--- src/rtl/watch_pkg.sv ---
// rtl/watch_pkg.sv - shared encodings for the watch front-end controller
package watch_pkg;

  localparam logic [1:0] MODE_CLOCK = 2'b00;
  localparam logic [1:0] MODE_STOPW = 2'b01;
  localparam logic [1:0] MODE_TIMER = 2'b10;

  typedef enum logic [1:0] {
    IDLE    = 2'd0,
    ARMED   = 2'd1,
    RINGING = 2'd2
  } alarm_state_e;

  localparam int NUM_BTNS  = 5;
  localparam int BTN_MODE  = 0;
  localparam int BTN_START = 1;
  localparam int BTN_A     = 2;
  localparam int BTN_B     = 3;
  localparam int BTN_CLR   = 4;

  // Display mode rotation: clock -> stopwatch -> timer -> clock.
  function automatic logic [1:0] next_mode(input logic [1:0] m);
    case (m)
      MODE_CLOCK: next_mode = MODE_STOPW;
      MODE_STOPW: next_mode = MODE_TIMER;
      default:    next_mode = MODE_CLOCK;
    endcase
  endfunction

endpackage

--- src/rtl/btn_conditioner.sv ---
// rtl/btn_conditioner.sv - button synchronizer, debouncer and press pulse
module btn_conditioner #(
  parameter int DEBOUNCE_CYCLES = 1000000
) (
  input  logic clk_i,
  input  logic rst_ni,
  input  logic btn_i,
  output logic press_o
);

  localparam int CW = (DEBOUNCE_CYCLES > 1) ? $clog2(DEBOUNCE_CYCLES) : 1;
  localparam logic [CW-1:0] CNT_MAX = CW'(DEBOUNCE_CYCLES - 1);

  logic          sync1_q, sync2_q;
  logic          level_q, level_d;
  logic          press_q, press_d;
  logic [CW-1:0] cnt_q, cnt_d;

  // Two-flop synchronizer for the asynchronous board button.
  always_ff @(posedge clk_i or negedge rst_ni) begin
    if (!rst_ni) begin
      sync1_q <= 1'b0;
      sync2_q <= 1'b0;
    end else begin
      sync1_q <= btn_i;
      sync2_q <= sync1_q;
    end
  end

  // Count consecutive cycles of disagreement; flip the level once stable long enough.
  always_comb begin
    cnt_d   = cnt_q;
    level_d = level_q;
    press_d = 1'b0;
    if (sync2_q == level_q) begin
      cnt_d = '0;
    end else if (cnt_q == CNT_MAX) begin
      cnt_d   = '0;
      level_d = sync2_q;
      press_d = sync2_q;
    end else begin
      cnt_d = cnt_q + 1'b1;
    end
  end

  // Debounce state and the one-cycle rising-edge press.
  always_ff @(posedge clk_i or negedge rst_ni) begin
    if (!rst_ni) begin
      cnt_q   <= '0;
      level_q <= 1'b0;
      press_q <= 1'b0;
    end else begin
      cnt_q   <= cnt_d;
      level_q <= level_d;
      press_q <= press_d;
    end
  end

  assign press_o = press_q;

endmodule

--- src/rtl/watch_ctrl.sv ---
// rtl/watch_ctrl.sv - watch front-end: buttons, 1 Hz tick, mode select, alarm FSM
module watch_ctrl
  import watch_pkg::*;
#(
  parameter int CLK_HZ          = 100000000,
  parameter int DEBOUNCE_CYCLES = 1000000,
  parameter int ALARM_SECS      = 10
) (
  input  logic       clk100MHz,
  input  logic       rst_n,
  input  logic       btn_mode,
  input  logic       btn_start,
  input  logic       btn_a,
  input  logic       btn_b,
  input  logic       btn_clr,
  input  logic       timer_zero,
  input  logic       timer_running,
  output logic [1:0] sel,
  output logic       tick1s,
  output logic       start_p,
  output logic       a_p,
  output logic       b_p,
  output logic       clr_p,
  output logic       alarm,
  output logic       ringing
);

  localparam int PW = (CLK_HZ > 1) ? $clog2(CLK_HZ) : 1;
  localparam int RW = (ALARM_SECS > 1) ? $clog2(ALARM_SECS + 1) : 1;
  localparam logic [PW-1:0] PRE_MAX   = PW'(CLK_HZ - 1);
  localparam logic [PW-1:0] PRE_HALF  = PW'(CLK_HZ / 2);
  localparam logic [RW-1:0] RING_LAST = RW'(ALARM_SECS - 1);

  logic [NUM_BTNS-1:0] btn_raw;
  logic [NUM_BTNS-1:0] press;
  logic                any_press;
  logic                tick;

  logic [PW-1:0] pre_q, pre_d;
  logic [RW-1:0] ring_q, ring_d;
  logic [1:0]    sel_q, sel_d;
  alarm_state_e  state_q, state_d;
  logic          start_q, start_d;
  logic          a_q, a_d;
  logic          b_q, b_d;
  logic          clr_q, clr_d;

  assign btn_raw = {btn_clr, btn_b, btn_a, btn_start, btn_mode};

  for (genvar gi = 0; gi < NUM_BTNS; gi++) begin : g_btn
    btn_conditioner #(
      .DEBOUNCE_CYCLES(DEBOUNCE_CYCLES)
    ) u_cond (
      .clk_i  (clk100MHz),
      .rst_ni (rst_n),
      .btn_i  (btn_raw[gi]),
      .press_o(press[gi])
    );
  end

  assign any_press = |press;
  assign tick      = (pre_q == PRE_MAX);

  // Free-running prescaler, only reset clears it.
  always_comb begin
    pre_d = (pre_q == PRE_MAX) ? '0 : pre_q + 1'b1;
  end

  // Press routing, mode rotation and alarm FSM; an acknowledging press is swallowed.
  always_comb begin
    state_d = state_q;
    sel_d   = sel_q;
    ring_d  = ring_q;
    start_d = 1'b0;
    a_d     = 1'b0;
    b_d     = 1'b0;
    clr_d   = 1'b0;
    if ((state_q == RINGING) && any_press) begin
      state_d = IDLE;
      ring_d  = '0;
    end else begin
      start_d = press[BTN_START];
      a_d     = press[BTN_A];
      clr_d   = press[BTN_CLR];
      b_d     = press[BTN_B] && (sel_q == MODE_TIMER);
      if (press[BTN_MODE]) sel_d = next_mode(sel_q);
      case (state_q)
        IDLE: begin
          if (timer_running && !timer_zero) state_d = ARMED;
        end
        ARMED: begin
          if (press[BTN_CLR] && (sel_q == MODE_TIMER)) begin
            state_d = IDLE;
          end else if (timer_zero) begin
            state_d = RINGING;
            ring_d  = '0;
            sel_d   = MODE_TIMER;
          end else if (!timer_running) begin
            state_d = IDLE;
          end
        end
        RINGING: begin
          if (tick) begin
            if (ring_q == RING_LAST) begin
              state_d = IDLE;
              ring_d  = '0;
            end else begin
              ring_d = ring_q + 1'b1;
            end
          end
        end
        default: state_d = IDLE;
      endcase
    end
  end

  // Control state and registered output pulses.
  always_ff @(posedge clk100MHz or negedge rst_n) begin
    if (!rst_n) begin
      pre_q   <= '0;
      ring_q  <= '0;
      sel_q   <= MODE_CLOCK;
      state_q <= IDLE;
      start_q <= 1'b0;
      a_q     <= 1'b0;
      b_q     <= 1'b0;
      clr_q   <= 1'b0;
    end else begin
      pre_q   <= pre_d;
      ring_q  <= ring_d;
      sel_q   <= sel_d;
      state_q <= state_d;
      start_q <= start_d;
      a_q     <= a_d;
      b_q     <= b_d;
      clr_q   <= clr_d;
    end
  end

  assign sel     = sel_q;
  assign tick1s  = tick;
  assign start_p = start_q;
  assign a_p     = a_q;
  assign b_p     = b_q;
  assign clr_p   = clr_q;
  assign ringing = (state_q == RINGING);
  assign alarm   = ringing && (pre_q < PRE_HALF);

endmodule

--- config.mk ---
export PLATFORM = sky130hd
export DESIGN_NAME = watch_ctrl
export DESIGN_NICKNAME = d
export VERILOG_FILES = /design/src/rtl/watch_pkg.sv /design/src/rtl/btn_conditioner.sv /design/src/rtl/watch_ctrl.sv
export SDC_FILE = /design/constraint.sdc
export NUM_CORES = 1
export LEC_CHECK = 0
export BUFFER_PORTS_ARGS = -buffer_cell sky130_fd_sc_hd__buf_2
export CORE_UTILIZATION = 62
export DETAILED_ROUTE_END_ITERATION = 6
export PLACE_DENSITY = 0.84
export SYNTH_ARGS = -nofsm -noshare
export SYNTH_HDL_FRONTEND = slang
export SYNTH_SLANG_ARGS = --single-unit
--- constraint.sdc ---
create_clock -name clk100MHz -period 2.62 [get_ports clk100MHz]
set_input_delay 0.393 -clock clk100MHz [delete_from_list [all_inputs] [get_ports clk100MHz]]
set_output_delay 0.393 -clock clk100MHz [all_outputs]
set_load 0.005 [all_outputs]
# Yosys cells after proc, flatten, opt, wreduce, memory -nomap -nowiden
# Cells that the tools add are included.
# op_classes
add_sub_neg	7
multipliers	0
div	0
magnitude_cmp	1
eq_ne	22
n_shift	0
muxes	44
n_bitwise	5
n_reduce_logical	17
# ops
op	count
20-bit 2-to-1 mux	10
20-bit by 1-bit adder with 20-bit output, second input constant	5
20-bit == test, second input constant	5
27-bit by 1-bit adder with 27-bit output, second input constant	1
27-bit == test, second input constant	1
27-bit by 26-bit < comparator with 1-bit output, second input constant	1
27-bit 2-to-1 mux	1
2-bit 2-to-1 mux	11
4-bit 2-to-1 mux	5
1-bit 2-to-1 mux	14
2-bit AND reduction	5
3-bit inequality test, second input constant	3
4-bit case mux with 2 select lines	1
4-bit AND reduction	2
2-bit case mux with 3 select lines	1
1-bit == test	5
1-bit logical AND	5
5-bit inequality test, second input constant	1
1-bit inverter	5
5-bit OR reduction	1
4-bit by 1-bit adder with 4-bit output, second input constant	1
2-bit by 1-bit == test with 1-bit output, second input constant	2
2-bit == test, second input constant	2
4-bit == test, second input constant	1
6 further kinds	7
# totals
register_bits	159
latchBits	0
ram_bits	0
rom_bits	0
inputBits	9
out_inout_bits	9
word_cells	129
mem_count	0

# Logic depth before layout (Yosys ltp)
# Gate-level depths: netlist of run 1.
# logic_depth
word_depth	6
mapped_depth	8
depth_no_buf	7

# By module
# From an unflattened synthesis of run 1, not the netlist that was laid out.
# unflattened
cells_unflattened	787
hier_area_um2	7816.2
# by_module_without_submodules
module	instances	cells_per_inst	area_each_um2	seq_area_each_um2
btn_conditioner (g_btn[0].u_cond ...)	4	116	1136.1	600.6
watch_ctrl	1	213	2134.5	975.9
btn_conditioner (g_btn[3].u_cond)	1	110	1137.3	600.6

# Least setup slack after synthesis of run 1
# No wires, ideal clock.
# synth_timing
kind	register -> register
from	register g_btn[1].u_cond.cnt_q[0]
to	register g_btn[1].u_cond.cnt_q[14]
setup_time_ns	0.119
arrival_time_ns	2.038
required_ns	2.501
path_slack_ns	0.463
path_stages_with_launch	8
path_buffers	1
synth_period_minus_slack_ns	2.157
cell_sequence	dfrtp_1 ha_1 nand4_1 or2_2 or4_1 nand2_1 buf_4 nor2_1
# synth_via
elab_chain_len	3
word_cells_on_any_way	4
cone_classes	1 x add/sub; 1 x eq/ne; 2 x mux
# synth_lines
item	line	text
start: declaration	btn_conditioner.sv:17	logic [CW-1:0] cnt_q, cnt_d;
start signal: assignment	btn_conditioner.sv:53	cnt_q <= cnt_d;
20-bit by 1-bit adder with 20-bit output / 20-bit == test (equally long branches)	btn_conditioner.sv:42, btn_conditioner.sv:37	
20-bit 2-to-1 mux *	btn_conditioner.sv:37	end else if (cnt_q == CNT_MAX) begin
20-bit 2-to-1 mux *	btn_conditioner.sv:35	if (sync2_q == level_q) begin
named net g_btn[1].u_cond.cnt_d[14]	btn_conditioner.sv:17	
# The timed path passes the listed nets; every way through them passes the cells marked *.
# A chain may end at the register's enable or synchronous reset.

# Worst setup path after layout of run 1
# layout_timing
from	register pre_q[0]
to	output tick1s
# layout_via
elab_chain_len	1
# layout_lines
item	line	text
start: declaration	watch_ctrl.sv:39	logic [PW-1:0] pre_q, pre_d;
start signal: assignment	watch_ctrl.sv:129	pre_q <= pre_d;
27-bit == test	watch_ctrl.sv:62	assign tick = (pre_q == PRE_MAX);
end: declaration	watch_ctrl.sv:19	output logic tick1s,
# No other way between the ends.

==> impl_metrics.yaml, run 1 <==
outcome:
  status: "complete, but fails checks"
  violations: "design-rule violations"
power_and_ir_drop:
  power.density_nw_per_um2: 673
  power.leakage_nw: 3.76
  irDropWorstVdd_v: 0.000513
setup_path:
  crit_path_cell_trace: "ha_2 > nand3_1 > or3_4 > or3_4 > inv_2 > buf_2"
  critPathSlowestCell: "or3_4"
  critPathBufInv: 2
  critPathTopFamily: "simple AND/OR/NAND/NOR gates"
  worstPathArrival_ns: 2.17
  cp-start-kind: "register"
  cp.required_ns: 2.23
  slowest_delay_ns: 0.43
  path_class: "register to output pin"
  crit_top_cell: "or3_4"
  end_kind: "output pin"
  cp_max_fo: 6
placement:
  dp_cells: 880
  routabilityCongestion: 0.843
  port_buffers: 17
  hpwl_um: 9750
die:
  die_w_um: 111
  ios: 18
  start_util_pct: 64.2
  core.rowCount: 39
  die_area_um2: 12400
  coreArea_um2: 11600
  die_height_um: 111
timing:
  rsz0062_at_grt: "no"
  hold_viol_final: 0
  skew_ns: 0.00762
  fin_crit_ns: 2.57
  max_clock_freq_ghz: 0.389
  slew_headroom_pct: 44.5
  setup_viol: 0
  finalCritPeriodShare_pct: 98.0
  final_max_slew_viol_count: 0
  tns_ns: 0
  tightest_slew_ns: 0.826
finish:
  area_growth_pct: 13.4
  drive_above_1_share_pct: 9.34
  fin_cells: 914
  layout.nets: 780
  antenna_cells: 0
clocking:
  root_buffer: "clkbuf_16"
  cts_sinks: 159
  clkLatencyLatePin_ns: 0.43
  numCtsBuffers: 17
  clockBufferDepth: 2
  cts_tree: "yes"
  h-tree-depth: 4
  clkTransAtPathRegs_ns: 0.06
global_routing:
  grt_max_degree: 66
  antenna_found_initial: 0
  grt_pass1_wl_um: 26400
  grt_usage_pct: 27.1
  overflow: 0
  grt_pass1_vias: 5526
synth:
  synthDistinctLibCells: 42
  synthTopCellsByCount: "dfrtp_1, nor2_1, xor2_1, nand3_1, nand2_1"
  yosys_register_bits: 159
  post-synth-top-count-cell: "dfrtp_1"
  yosys-top-cells-area: "dfrtp_1, xor2_1, nor2_1, xnor2_1, nand3_1"
  synth-edff-count: 0
  syn_nets: 750
  netlist_area_um2: 7420
  synth_cells: 729
  yosysTopAreaCell: "dfrtp_1"
  seq_area_frac_synth_pct: 53.6
  syn_area_per_cell_um2: 10.2
  ys.flop_type: "dfrtp_1"
  synth_warnings: 0
  async_reset_ff_share_pct: 100
  synth_top_cell_area_share_pct: 53.6
route:
  wl_met1_um: 6510
  route.met2.wl_um: 7670
  first_pass_iters: 7
  via_per_inst: 6.00
  drc: 2
  routed_wl_um: 15300
  dr_wl_met3_um: 689
  num_vias: 5486
  antenna_left: 0
  wire_per_inst_um: 16.7
  dr.max_layer_used: "met4"
  drt_iter0_drc: 447
job:
  maxCapViolCount: 0
worst_hold_path:
  hp-class: "input pin to register"
## power breakdown
| part | total [mW] | internal, mW | switching [mW] | leakage (nW) |
|---|---|---|---|---|
| Combinational | 0.342 | 0.124 | 0.218 | 1.29 |
| Clock | 2.79 | 1.81 | 0.980 | 0.306 |
| Sequential | 2.53 | 2.50 | 0.0371 | 2.16 |
| Total | 5.66 | 4.43 | 1.23 | 3.76 |
## final timing paths
path | end | from | cells past startpoint | slack [ns]
max | tick1s | pre_q[0]$_DFF_PN0_ | 6 | 0.05
min | g_btn[2].u_cond.sync1_q$_DFF_PN0_ | btn_a | 1 | 0.06
max reg2reg | g_btn[1].u_cond.cnt_q[17]$_DFF_PN0_ | g_btn[1].u_cond.cnt_q[0]$_DFF_PN0_ | 7 | 0.32
min reg2reg | g_btn[1].u_cond.sync2_q$_DFF_PN0_ | g_btn[1].u_cond.sync1_q$_DFF_PN0_ | 0 | 0.35
max in group asynchronous | g_btn[0].u_cond.cnt_q[8]$_DFF_PN0_ | rst_n | 3 | 1.40
min in group asynchronous | g_btn[3].u_cond.cnt_q[18]$_DFF_PN0_ | rst_n | 2 | 0.54
## logic make-up after synthesis
logic type	Yosys count	synth area share [%]
simple gates	376	25.7
flops	159	53.6
xor+xnor	116	13.7
buf+inv	34	1.84
compound gates	23	1.77
fa+ha+maj	12	2.02
mux	9	1.33
## registers in the layout, indices dropped and copies added (netlist names), 2 cells and up
name                  flops
g_btn.u_cond.cnt_q      100
pre_q                    27
g_btn.u_cond.level_q      5
g_btn.u_cond.press_o      5
g_btn.u_cond.sync1_q      5
g_btn.u_cond.sync2_q      5
ring_q                    4
sel                       2
state_q                   2
## layout make-up
cell class              instances  area (um^2)
flip-flops and latches        159         3980
clock buffers                  21          450
multi-input cells             536         3320
fillers                       724         3150
clock inverters                10          210
inverters                      18         67.6
repair buffers                 27          206
well taps                     143          179
## layout by cell type, fill, tap and decap left out, types with 3 or more instances in the layout
master and count:
mux2_2 7, or4_1 5, nand2_1 50, and4b_1 3, dfrtp_1 159, or3_1 3
nor4_1 12, xor2_1 71, nor3b_1 3, or2_2 4, o21ai_0 8, nand3_1 52
bufinv_16 6, clkbuf_16 17, nor2_1 127, xnor2_1 45, clkinvlp_4 4, clkbuf_1 3
buf_4 6, and3b_1 3, and2_1 6, and3_1 25, nor4b_1 6, inv_1 17
buf_12 3, nand4_1 35, nor3_1 17, nor2b_1 3, ha_1 11, a21oi_1 8
buf_2 16, nand3b_1 5, and4_1 7
## what timing repair did
item,in CTS,in global routing
setup buffers,0,2
hold endpoints to repair,55,0
gates resized for setup,1,3
cloned,0,0
hold buffers,1,0
setup endpoints to repair,1,2
## metrics by stage
step | utilization (%) | cell area, um^2 | total power, mW | hold slack [ns] | setup slack (ns)
finish | 72.7 | 8410 | 5.66 | 0.0647 | 0.0525
global route | 72.7 | 8410 | 5.84 | 0.0590 | 0.0167
global placement | 66.7 | 7710 | 2.89 | 0.332 | 0.406
CTS | 72.5 | 8390 | 5.68 | 0.0608 | 0.000492
floorplan | - | 7420 | 2.78 | 0.0974 | 0.463
detailed placement | 66.7 | 7710 | 2.91 | 0.342 | 0.343
## metal layers
metal,GRT usage (%),vias up
met1,34.4,2754
li1,-,2555
met2,44.4,138
met4,12.2,0
met3,6.75,39
met5,0,-
## worst reg2reg max path, cell delays in order, from the launching register on
cell	delay, ns
dfrtp_1	0.39
ha_1	0.22
nand4_1	0.15
or2_2	0.32
or4_1	0.60
nand2_1	0.29
buf_12	0.18
nor2_1	0.05
No activity file was read; power rests on OpenSTA's default activity.
==> run 2: changes to the inputs <==
--- a/config.mk
+++ b/config.mk
@@ -6,9 +6,9 @@
 export NUM_CORES = 1
 export LEC_CHECK = 0
 export BUFFER_PORTS_ARGS = -buffer_cell sky130_fd_sc_hd__buf_2
-export CORE_UTILIZATION = 62
+export CORE_UTILIZATION = 50
 export DETAILED_ROUTE_END_ITERATION = 6
-export PLACE_DENSITY = 0.84
+export PLACE_DENSITY = 0.65
 export SYNTH_ARGS = -nofsm -noshare
 export SYNTH_HDL_FRONTEND = slang
 export SYNTH_SLANG_ARGS = --single-unit
==> run 2 against run 1 <==
Compared with the run above: largest cell class unchanged; the run now ends clean; critical endpoint unchanged; setup slack better by 0.058 ns; clock skew up 0.0012 ns; critical path type unchanged; die area up 24%; largest power group is now sequential cells; non-clock buffer count up 2.
==> impl_metrics.yaml, run 2 (synthesized netlist as in run 1, its figures left out) <==
global_routing:
  grt_pass1_wl_um: 23800
  antenna_found_initial: 0
  grt_pass1_vias: 5103
  grt_max_degree: 56
  grt_usage_pct: 20.0
  overflow: 0
clocking:
  h-tree-depth: 4
  clkTransAtPathRegs_ns: 0.06
  root_buffer: "clkbuf_16"
  cts_sinks: 159
  numCtsBuffers: 17
  clkLatencyLatePin_ns: 0.42
  cts_tree: "yes"
  clockBufferDepth: 2
finish:
  final_cell_mix: "dfrtp_1, nor2_1, xor2_1, nand3_1, nand2_1"
  antenna_cells: 0
  final_common_cell: "dfrtp_1"
  reg_top3: "g_btn.u_cond.cnt_q: 100 flops, pre_q: 27 flops"
  drive_above_1_share_pct: 9.30
  layout.nets: 782
  area_growth_pct: 13.1
  top_register: "g_btn.u_cond.cnt_q"
  largest_reg_flops: 100
  fin_util_pct: 57.8
timing:
  final_max_slew_viol_count: 0
  max_clock_freq_ghz: 0.398
  finalCritPeriodShare_pct: 95.8
  rsz0062_at_grt: "no"
  tightest_slew_ns: 0.818
  hold_slack_ns: 0.0769
  setup_viol: 0
  fin_crit_ns: 2.51
  skew_ns: 0.00881
  hold_viol_final: 0
  slew_headroom_pct: 45.1
  tns_ns: 0
die:
  start_util_pct: 51.1
  die_area_um2: 15300
  coreArea_um2: 14500
  core.rowCount: 44
  die_height_um: 124
  ios: 18
  die_w_um: 124
outcome:
  status: "completed"
route:
  routed_wl_um: 13900
  drc: 0
  antenna_left: 0
  num_vias: 5167
  wl_met1_um: 6580
  dr_wl_met3_um: 481
  first_pass_iters: 4
  dr.max_layer_used: "met4"
  route.met2.wl_um: 6550
  via_per_inst: 5.39
  wire_per_inst_um: 14.5
  drt_iter0_drc: 303
setup_path:
  path_class: "register to output pin"
  cp-start-kind: "register"
  end_kind: "output pin"
  worstPathArrival_ns: 2.12
  cp_max_fo: 6
  cp.required_ns: 2.23
worst_hold_path:
  hp-class: "input pin to register"
power_and_ir_drop:
  p_clk_share_pct: 46.3
  p_total_mw: 5.33
  seqPwrFrac_pct: 47.5
  power.density_nw_per_um2: 635
  switching_share_pct: 22.3
  intPower_mw: 4.14
  p_comb_share_pct: 6.2
  irDropWorstVdd_v: 0.000470
  power.leakage_nw: 3.74
  switchingPower_mw: 1.19
placement:
  routabilityCongestion: 0.840
  port_buffers: 17
  hpwl_um: 9500
job:
  maxCapViolCount: 0
==> run 2: repair_timing <==
item / CTS / global route
gates resized for setup: 1 / 3
pin swaps: 0 / 0
setup buffers: 0 / 1
hold buffers: 1 / 0
setup endpoints to repair: 1 / 2
endpoints found under the hold margin: 52 / 0
==> run 2: area by class of cell <==
cell class                      count  area, um^2
Clock buffer                       23         458
Clock inverter                      9         135
Fill cell                        1281        6140
Inverter                           18        67.6
Multi-Input combinational cell    536        3320
Sequential cell                   159        3980
Tap cell                          184         230
Timing Repair Buffer               29         209
==> run 2: per-layer routing <==
layer | track usage, % | vias to the layer above
met4 | 7.83 | 0
met1 | 25.8 | 2518
li1 | - | 2548
met2 | 32.0 | 79
met5 | 0 | -
met3 | 5.49 | 22
==> run 2: critical path, cell delays in order, from the launching register on <==
cell and delay (ns):
dfrtp_1 0.37, ha_2 0.21, nand3_1 0.11, or3_4 0.37
or3_4 0.42, inv_2 0.09, buf_2 0.12
==> run 2: final timing paths <==
check	start	to	slack [ns]	cells past startpoint
hold / removal	btn_start	g_btn[1].u_cond.sync1_q$_DFF_PN0_	0.08	1
min in group asynchronous	rst_n	pre_q[18]$_DFF_PN0_	0.51	2
setup reg to reg	g_btn[1].u_cond.cnt_q[0]$_DFF_PN0_	g_btn[1].u_cond.cnt_q[19]$_DFF_PN0_	0.44	7
setup / recovery	pre_q[1]$_DFF_PN0_	tick1s	0.11	6
hold reg to reg	g_btn[3].u_cond.sync1_q$_DFF_PN0_	g_btn[3].u_cond.sync2_q$_DFF_PN0_	0.35	0
max in group asynchronous	rst_n	g_btn[0].u_cond.cnt_q[7]$_DFF_PN0_	1.45	3
==> run 2: stage by stage <==
| stage | cell area (um^2) | instances | setup WS, ns |
|---|---|---|---|
| floorplan | 7420 | 729 | 0.463 |
| global placement | 7770 | 924 | 0.418 |
| detailed placement | 7770 | 924 | 0.353 |
| CTS | 8380 | 957 | 0.0220 |
| global route | 8390 | 958 | 0.00358 |
| finish | 8390 | 958 | 0.110 |
==> run 2: power by group through the flow <==
| stage | combinational (mW) | clock, mW | sequential (mW) |
|---|---|---|---|
| global placement | 0.323 | 0 | 2.57 |
| finish | 0.330 | 2.47 | 2.53 |
| CTS | 0.336 | 2.53 | 2.53 |
| detailed placement | 0.332 | 0 | 2.58 |
| floorplan | 0.211 | 0 | 2.57 |
| global route | 0.379 | 2.63 | 2.54 |
==> run 3: changes to the inputs <==
--- a/config.mk
+++ b/config.mk
@@ -6,9 +6,11 @@
 export NUM_CORES = 1
 export LEC_CHECK = 0
 export BUFFER_PORTS_ARGS = -buffer_cell sky130_fd_sc_hd__buf_2
+export CELL_PAD_IN_SITES_DETAIL_PLACEMENT = 0
+export CELL_PAD_IN_SITES_GLOBAL_PLACEMENT = 1
 export CORE_UTILIZATION = 50
 export DETAILED_ROUTE_END_ITERATION = 6
-export PLACE_DENSITY = 0.65
+export PLACE_DENSITY = 0.79
 export SYNTH_ARGS = -nofsm -noshare
 export SYNTH_HDL_FRONTEND = slang
 export SYNTH_SLANG_ARGS = --single-unit
==> run 3 against run 2 <==
Compared with the run above: power rose by 1.7%; critical endpoint unchanged; sequential share of layout area fell by 0.24 points; register-to-register slack got worse by 0.02 ns; cell count rose by 0.10%; first-iteration DRC count rose by 13%; flip-flop and latch count did not move.
==> impl_metrics.yaml, run 3 (synthesized netlist as in run 1, its figures left out) <==
placement:
  dp_cells: 925
  routabilityCongestion: 0.809
  post-place-ws_ns: 0.326
  hpwl_um: 9370
  port_buffers: 17
finish:
  area_growth_pct: 13.7
  fin_util_pct: 58.0
  final_cell_mix: "dfrtp_1, nor2_1, xor2_1, nand3_1, nand2_1"
  fin_cells: 959
  drive_above_1_share_pct: 10.2
  reg_top3: "g_btn.u_cond.cnt_q: 100 flops, pre_q: 27 flops"
  fillers: 1258
  multi_input_area_um2: 3330
  regArea_um2: 3980
  antenna_cells: 0
  final_common_cell: "dfrtp_1"
  layout.nets: 783
  largest_reg_flops: 100
  top_register: "g_btn.u_cond.cnt_q"
clocking:
  root_buffer: "clkbuf_16"
  cts_tree: "yes"
  clockBufferDepth: 2
  clkLatencyLatePin_ns: 0.42
  clkTransAtPathRegs_ns: 0.07
  numCtsBuffers: 17
  cts_sinks: 159
  h-tree-depth: 4
route:
  drc: 0
  num_vias: 5205
  routed_wl_um: 14000
  antenna_left: 0
  first_pass_iters: 5
  via_per_inst: 5.43
  wire_per_inst_um: 14.6
  drt_iter0_drc: 342
timing:
  skew_ns: 0.00800
  slew_headroom_pct: 56.2
  tightest_slew_ns: 0.652
  fin_crit_ns: 2.51
  rsz0062_at_grt: "no"
  finalWorstSetupSlack_ns: 0.111
  final_max_slew_viol_count: 0
  finalCritPeriodShare_pct: 95.8
  max_clock_freq_ghz: 0.399
  hold_viol_final: 0
  tns_ns: 0
  setup_viol: 0
setup_path:
  path_class: "register to output pin"
  worstPathArrival_ns: 2.12
  crit_top_cell: "or3_4"
  crit_path_cell_trace: "ha_2 > nand3_1 > or3_4 > or3_4 > inv_2 > buf_2"
  cp.required_ns: 2.23
  critPathSlowestCell: "or3_4"
  end_kind: "output pin"
  slowest_delay_ns: 0.41
  cp_max_fo: 6
  cp-start-kind: "register"
outcome:
  status: "completed"
global_routing:
  grt_pass1_wl_um: 24100
  grt_usage_pct: 20.2
  grt_max_degree: 62
  grt_pass1_vias: 5164
  overflow: 0
  antenna_found_initial: 0
die:
  die_w_um: 124
  die_area_um2: 15300
  ios: 18
  die_height_um: 124
  start_util_pct: 51.1
  core.rowCount: 44
  coreArea_um2: 14500
power_and_ir_drop:
  power.leakage_nw: 3.76
  irDropWorstVdd_v: 0.000491
  power.density_nw_per_um2: 642
job:
  maxCapViolCount: 0
worst_hold_path:
  hp-class: "input pin to register"
==> run 3: changes by cell type in the layout (fill, tap and decap cells not counted) <==
cell / change
buf_4: +1
clkinv_4: +1
a2111oi_2: +1
inv_6: +1
clkbuf_8: +1
nor4_2: +1
nor4_1: -1
clkbuf_1: -4
clkinvlp_4: +1
a2111oi_1: -1
==> run 3: timing repair <==
| item | 4_1_cts | 5_1_grt |
|---|---|---|
| setup endpoints to repair | 2 | 2 |
| buffers inserted | 0 | 1 |
| hold buffers | 1 | 0 |
| endpoints found under the hold margin | 42 | 0 |
| gates resized for setup | 2 | 4 |
==> run 3: cell type report <==
cell class | count | area share (%)
Sequential cell | 159 | 47.2
Tap cell | 184 | 2.73
Timing Repair Buffer | 30 | 2.57
Inverter | 18 | 0.801
Clock inverter | 12 | 1.90
Multi-Input combinational cell | 536 | 39.4
Clock buffer | 20 | 5.41
==> run 3: metal layers <==
metal / up-vias / GRT usage [%] / part of all wire (%)
met2: 51 / 33.2 / 49
met4: 0 / 6.63 / 1.2
li1: 2561 / - / -
met5: - / 0 / 0
met1: 2578 / 26.0 / 47
met3: 15 / 5.27 / 2.7
==> run 3: path summary, 6_finish.rpt <==
check | endpoint | slack, ns | start | cells past startpoint
hold / removal | g_btn[1].u_cond.sync1_q$_DFF_PN0_ | 0.07 | btn_start | 1
hold reg to reg | g_btn[3].u_cond.sync2_q$_DFF_PN0_ | 0.34 | g_btn[3].u_cond.sync1_q$_DFF_PN0_ | 0
max in group asynchronous | g_btn[1].u_cond.cnt_q[11]$_DFF_PN0_ | 1.50 | rst_n | 3
min in group asynchronous | pre_q[18]$_DFF_PN0_ | 0.46 | rst_n | 2
setup reg to reg | state_q[1]$_DFFE_PN0P_ | 0.42 | pre_q[1]$_DFF_PN0_ | 6
setup / recovery | tick1s | 0.11 | pre_q[1]$_DFF_PN0_ | 6
==> run 3: worst max-delay path, delay by kind of cell (launching register included) <==
family / cells / cell delay, ns
DFF: 1 / 0.37
buffers and inverters: 2 / 0.21
and+or+nand+nor: 3 / 0.90
adders and majority gates: 1 / 0.21
==> run 3: through the flow <==
step	hold WS (ns)	total power, mW	area (um^2)
finish	0.0698	5.42	8440
global route	0.0596	5.64	8440
CTS	0.0505	5.49	8420
detailed placement	0.336	2.91	7780
global placement	0.332	2.90	7780
floorplan	0.0974	2.78	7420
==> run 3: power by group <==
group          switching (mW)  leakage, nW  internal (mW)  total [mW]
registers              0.0359         2.16           2.50        2.53
logic                   0.211         1.31          0.124       0.335
clock network           0.999        0.289           1.55        2.55
